<file path="src/rtl/alu_share_ctrl_pkg.sv">
// alu_share_ctrl_pkg: opcodes, FSM encoding and opcode helper shared by the ALU sharing controller
package alu_share_ctrl_pkg;
   localparam logic [2:0] OP_ADD = 3'b000;
   localparam logic [2:0] OP_AND = 3'b001;
   localparam logic [2:0] OP_OR  = 3'b010;
   localparam logic [2:0] OP_NOR = 3'b011;
   localparam logic [2:0] OP_SUB = 3'b100;
   typedef enum logic [1:0] {
      IDLE = 2'b00,
      EXEC = 2'b01,
      RESP = 2'b10
   } state_t;
   function automatic logic is_arith(input logic [2:0] op);
      return (op == OP_ADD) || (op == OP_SUB);
   endfunction
endpackage

</file>
<file path="src/rtl/alu_share_ctrl_rr_arb2.sv">
// alu_share_ctrl_rr_arb2: two-way round-robin arbiter, combinational one-hot grant
// ports: req0_i/req1_i requests, ptr_i favoured requester on contention, gnt_o one-hot grant
module alu_share_ctrl_rr_arb2 (
   input  logic       req0_i,
   input  logic       req1_i,
   input  logic       ptr_i,
   output logic [1:0] gnt_o
);
   assign gnt_o[0] = req0_i & (~req1_i | ~ptr_i);
   assign gnt_o[1] = req1_i & (~req0_i | ptr_i);
endmodule

</file>
<file path="src/rtl/alu_share_ctrl.sv">
// alu_share_ctrl: shares one external combinational ALU between two valid/ready requesters
// ports: CLK/RSTN clock and async active-low reset; REQx_* requester handshakes and operands;
//        ALU_A/B/OP registered ALU drive, ALU_C/ALU_OV ALU result; RSP_* held response with
//        masked overflow and issuing ID; STICKY_OV accumulated overflow, CLR_OV clears it
module alu_share_ctrl
   import alu_share_ctrl_pkg::*;
#(
   parameter int N   = 32,
   parameter int LAT = 1
) (
   input  logic         CLK,
   input  logic         RSTN,
   input  logic         REQ0_VALID,
   output logic         REQ0_READY,
   input  logic [N-1:0] REQ0_A,
   input  logic [N-1:0] REQ0_B,
   input  logic [2:0]   REQ0_OP,
   input  logic         REQ1_VALID,
   output logic         REQ1_READY,
   input  logic [N-1:0] REQ1_A,
   input  logic [N-1:0] REQ1_B,
   input  logic [2:0]   REQ1_OP,
   output logic [N-1:0] ALU_A,
   output logic [N-1:0] ALU_B,
   output logic [2:0]   ALU_OP,
   input  logic [N-1:0] ALU_C,
   input  logic         ALU_OV,
   output logic         RSP_VALID,
   input  logic         RSP_READY,
   output logic [N-1:0] RSP_C,
   output logic         RSP_OV,
   output logic         RSP_ID,
   output logic         STICKY_OV,
   input  logic         CLR_OV
);
   localparam logic [3:0] CNT_INIT = 4'(LAT - 1);
   state_t       state_q;
   logic         ptr_q, id_q, rsp_valid_q, rsp_ov_q, rsp_id_q, sticky_q;
   logic [3:0]   cnt_q;
   logic [N-1:0] alu_a_q, alu_b_q, rsp_c_q;
   logic [2:0]   alu_op_q;
   logic [1:0]   gnt;
   logic         idle, hs, gnt_id, rsp_acc, sticky_d;

   alu_share_ctrl_rr_arb2 u_rr_arb2 (
      .req0_i(REQ0_VALID),
      .req1_i(REQ1_VALID),
      .ptr_i (ptr_q),
      .gnt_o (gnt)
   );

   assign idle       = (state_q == IDLE);
   assign REQ0_READY = idle & gnt[0];
   assign REQ1_READY = idle & gnt[1];
   // a grant only exists for a valid requester, so any READY is a handshake
   assign hs         = REQ0_READY | REQ1_READY;
   assign gnt_id     = gnt[1];
   assign rsp_acc    = (state_q == RESP) & RSP_READY;
   // a set in the same cycle as a clear takes priority
   assign sticky_d   = (rsp_acc & rsp_ov_q) | (sticky_q & ~CLR_OV);

   always_ff @(posedge CLK or negedge RSTN) begin
      if (!RSTN) begin
         state_q     <= IDLE;
         ptr_q       <= 1'b0;
         id_q        <= 1'b0;
         cnt_q       <= '0;
         alu_a_q     <= '0;
         alu_b_q     <= '0;
         alu_op_q    <= '0;
         rsp_c_q     <= '0;
         rsp_ov_q    <= 1'b0;
         rsp_id_q    <= 1'b0;
         rsp_valid_q <= 1'b0;
         sticky_q    <= 1'b0;
      end else begin
         sticky_q <= sticky_d;
         case (state_q)
            IDLE: if (hs) begin
               alu_a_q  <= gnt_id ? REQ1_A : REQ0_A;
               alu_b_q  <= gnt_id ? REQ1_B : REQ0_B;
               alu_op_q <= gnt_id ? REQ1_OP : REQ0_OP;
               id_q     <= gnt_id;
               ptr_q    <= ~gnt_id;
               cnt_q    <= CNT_INIT;
               state_q  <= EXEC;
            end
            EXEC: if (cnt_q == '0) begin
               rsp_c_q     <= ALU_C;
               rsp_ov_q    <= ALU_OV & is_arith(alu_op_q);
               rsp_id_q    <= id_q;
               rsp_valid_q <= 1'b1;
               state_q     <= RESP;
            end else begin
               cnt_q <= cnt_q - 4'd1;
            end
            RESP: if (RSP_READY) begin
               rsp_valid_q <= 1'b0;
               state_q     <= IDLE;
            end
            default: state_q <= IDLE;
         endcase
      end
   end

   assign ALU_A     = alu_a_q;
   assign ALU_B     = alu_b_q;
   assign ALU_OP    = alu_op_q;
   assign RSP_VALID = rsp_valid_q;
   assign RSP_C     = rsp_c_q;
   assign RSP_OV    = rsp_ov_q;
   assign RSP_ID    = rsp_id_q;
   assign STICKY_OV = sticky_q;
endmodule
</file>
<file path="config.mk">
export PLATFORM = sky130hd
export DESIGN_NAME = alu_share_ctrl
export DESIGN_NICKNAME = d
export VERILOG_FILES = /design/src/rtl/alu_share_ctrl_pkg.sv /design/src/rtl/alu_share_ctrl_rr_arb2.sv /design/src/rtl/alu_share_ctrl.sv
export SDC_FILE = /design/constraint.sdc
export NUM_CORES = 1
export LEC_CHECK = 0
export CAP_MARGIN = 20
export CORE_MARGIN = 1.5
export CORE_UTILIZATION = 40
export DETAILED_ROUTE_END_ITERATION = 12
export DONT_BUFFER_PORTS = 1
export PLACE_DENSITY = 0.62
export SYNTH_ARGS = -nofsm -noshare
export SYNTH_HDL_FRONTEND = slang
export SYNTH_HIERARCHICAL = 1
export SYNTH_SLANG_ARGS = --single-unit
</file>
<file path="constraint.sdc">
create_clock -name CLK -period 3.09 [get_ports CLK]
set_input_delay 0.618 -clock CLK [delete_from_list [all_inputs] [get_ports CLK]]
set_output_delay 0.618 -clock CLK [all_outputs]
set_load 0.05 [all_outputs]
</file>
==> summary.txt <==
Routing
  • Remaining antenna violation count: 0
  • Via count: 3052
  • Via-per-instance ratio: 5.89
  • DRT iter0 DRCs: 279
  • DRT Pass-1 Iters: 9
  • DR WL met3: 1280 µm
  • DRT Wirelength: 11400 µm
  • Residual DRC: 20
  • Met2 wire length: 5820 µm
  • Met1 WL: 4230 µm
  • Top Layer Used: met4
  • WL per Instance: 22.1 µm

Floorplan
  • Site row count: 39
  • Starting Density: 41.4%
  • I/O Pins: 278
  • Die width: 112 µm
  • Core Area: 11500 µm²
  • Die Y-Extent: 112 µm
  • Die Area: 12600 µm²

Critical path
  • CP Class: flip-flop to output port
  • Crit Path Max Fanout: 5
  • Slowest stage delay, CP: 0.43 ns
  • CP Launch Type: flip-flop
  • CP Buf/Inv Count: 1
  • Crit end category: output port
  • CP delay by family, top: compound AO/OA/AOI/OAI gates
  • Setup slack, reg-to-reg: 0.86 ns
  • Stages on worst setup path: 3
  • Reg2Reg Depth: 4
  • Critical Path End: REQ0_READY
  • Worst EP required: 2.47 ns
  • Critical R2R Capture: ALU_B[12]$_DFFE_PN0P_
  • Reg-to-Reg Start: state_q[1]$_DFFE_PN0P_
  • Worst EP arrival: 1.69 ns
  • Critical path startpoint: ptr_q$_DFFE_PN0P_
  • Worst path cell trace: a21boi_1 > nand2_1 > inv_1
  • Critical-path top delay cell: a21boi_1

Run status
  • Run status: finished, violations left
  • Failing checks: design-rule violations, negative hold slack

Timing
  • Min Tclk post-route: 2.30 ns
  • Slew Viols, Final: 0
  • TNS Setup: 0 ns
  • Rel. slew slack: 32.8%
  • WHS: -0.0309 ns
  • Final Hold Viols: 111
  • Slew @ Worst Pin: 1.01 ns
  • RSZ-0062 raised after global routing: false
  • Fmax: 434 MHz
  • Layout Skew: 0.00856 ns
  • Number of setup violations in the final report: 0
  • Final critical-path share of the clock period: 74.5%

Synthesis
  • Area fraction of the dominant cell type after synthesis: 58.3%
  • Syn nets: 556
  • Cells after Synth: 381
  • Ys async rst share: 100%
  • Seq/Total Area, Yosys: 58.3%
  • Post-Syn Area: 4760 µm²
  • Synth area leaders: dfrtp_1, a221o_1, mux2i_1, mux2_1, o21ai_0
  • EDFF count, synth: 0
  • Netlist cell types: 28
  • YS warnings: 6
  • Ys flop type: dfrtp_1
  • Syn avg cell area: 12.5 µm²
  • Post-synth top area cell: dfrtp_1
  • Count of state elements after synthesis: 111

Clocking
  • CTS root buffer: clkbuf_16
  • Worst-Skew Late Latency: 0.34 ns
  • Post-CTS setup buffer count: 0
  • Reg clk slew, reported paths: 0.07 ns
  • CTS sink cnt: 111
  • CTS tree: built
  • Post-CTS Resized: 0
  • H-tree depth: 3
  • CTS max path bufs: 2
  • Num CTS Buffers: 9

Global route
  • Vias in the first global route: 3203
  • Global-route wire length before repair: 17400 µm
  • Largest net degree at the start of global routing: 112
  • Total track usage: 17.7%
  • Initial antenna violation count: 0
  • Remaining global-route overflow: 0

Finish
  • Share of cells above drive strength 1: 8.80%
  • Final nets: 545
  • Reg area: 2780 µm²
  • Most frequent cells in the layout: dfrtp_1, o21ai_0, and2_1, a221o_1, mux2i_1
  • Antenna Cells: 0
  • Commonest non-fill, non-tap cell in the layout: dfrtp_1
  • P&R area growth vs syn: 9.59%
  • Area of the multi-input gates: 1870 µm²
  • Fillers: 1052

Min path
  • Tightest Hold Check Type: input port to async pin

Placed design
  • I/O Buffers: 0
  • GP Congestion: 0.801
  • Final HPWL DP: 8140 µm

Run
  • Max_cap viols: 0
## cell type report
type,count,area share (%)
Sequential cell,111,53.2
Multi-Input combinational cell,234,35.9
Clock buffer,12,4.91
Tap cell,143,3.43
Timing Repair Buffer,5,1.34
Inverter,9,0.647
Clock inverter,4,0.575
## synth_stat cells, types with 2 or more instances
cell      count
dfrtp_1     111
o21ai_0      57
a221o_1      40
and2_1       40
mux2i_1      31
mux2_1       27
clkbuf_1     15
buf_2        12
inv_1         9
mux2_2        6
nand2_1       5
nor2_1        5
o21ai_1       4
nor3b_2       3
a21boi_1      2
ha_1          2
## worst register-to-register path, stage by stage, from the launching register on
cell,delay (ns)
dfrtp_1,0.50
or2_1,0.82
nor3b_4,0.09
buf_4,0.30
a221o_1,0.41
## state kept, by name, indices dropped and copies added, names as in the netlist
signal	count
ALU_A	32
ALU_B	32
ALU_OP	3
RSP_C	32
RSP_ID	1
RSP_OV	1
RSP_VALID	1
STICKY_OV	1
cnt_q	4
id_q	1
ptr_q	1
state_q	2
## metal layers
metal	GRT usage [%]	vias to the layer above
met5	0	-
met4	4.81	0
met3	7.02	9
met2	31.7	180
met1	19.8	1502
li1	-	1361
## how the worst min path moves through the flow
stage          start                   end  slack (ns)  cells past startpoint
3_3_place_gp    RSTN  ALU_B[3]$_DFFE_PN0P_        0.33                      0
5_1_grt         RSTN  ALU_B[3]$_DFFE_PN0P_       -0.06                      0
3_5_place_dp    RSTN  ALU_B[3]$_DFFE_PN0P_        0.32                      0
2_1_floorplan   RSTN  ALU_A[0]$_DFFE_PN0P_        0.32                      0
4_1_cts         RSTN  ALU_B[3]$_DFFE_PN0P_       -0.05                      0
6_report        RSTN  ALU_B[3]$_DFFE_PN0P_       -0.03                      0
## stage by stage
step	instance area (µm²)	hold WS, ns	worst slack [ns]	utilization (%)	cells
6_report	5220	-0.0309	0.787	45.3	518
5_1_grt	5220	-0.0584	0.700	45.3	518
4_1_cts	5200	-0.0465	0.803	45.2	517
3_5_place_dp	4920	0.324	0.851	42.7	501
3_3_place_gp	4920	0.325	0.944	42.7	501
2_1_floorplan	4760	0.322	0.678	-	381
## cells by family after synthesis
| group | after synthesis | synth area share (%) |
|---|---|---|
| AOI/OAI and AO/OA | 108 | 15.9 |
| and+or+nand+nor | 60 | 7.75 |
| DFF | 111 | 58.3 |
| muxes | 64 | 14.3 |
| adders and majority gates | 2 | 0.525 |
| buffers and inverters | 36 | 3.15 |
Power is not shown: default switching activity piles up to over one toggle a cycle in this logic, so the estimate is an artifact.
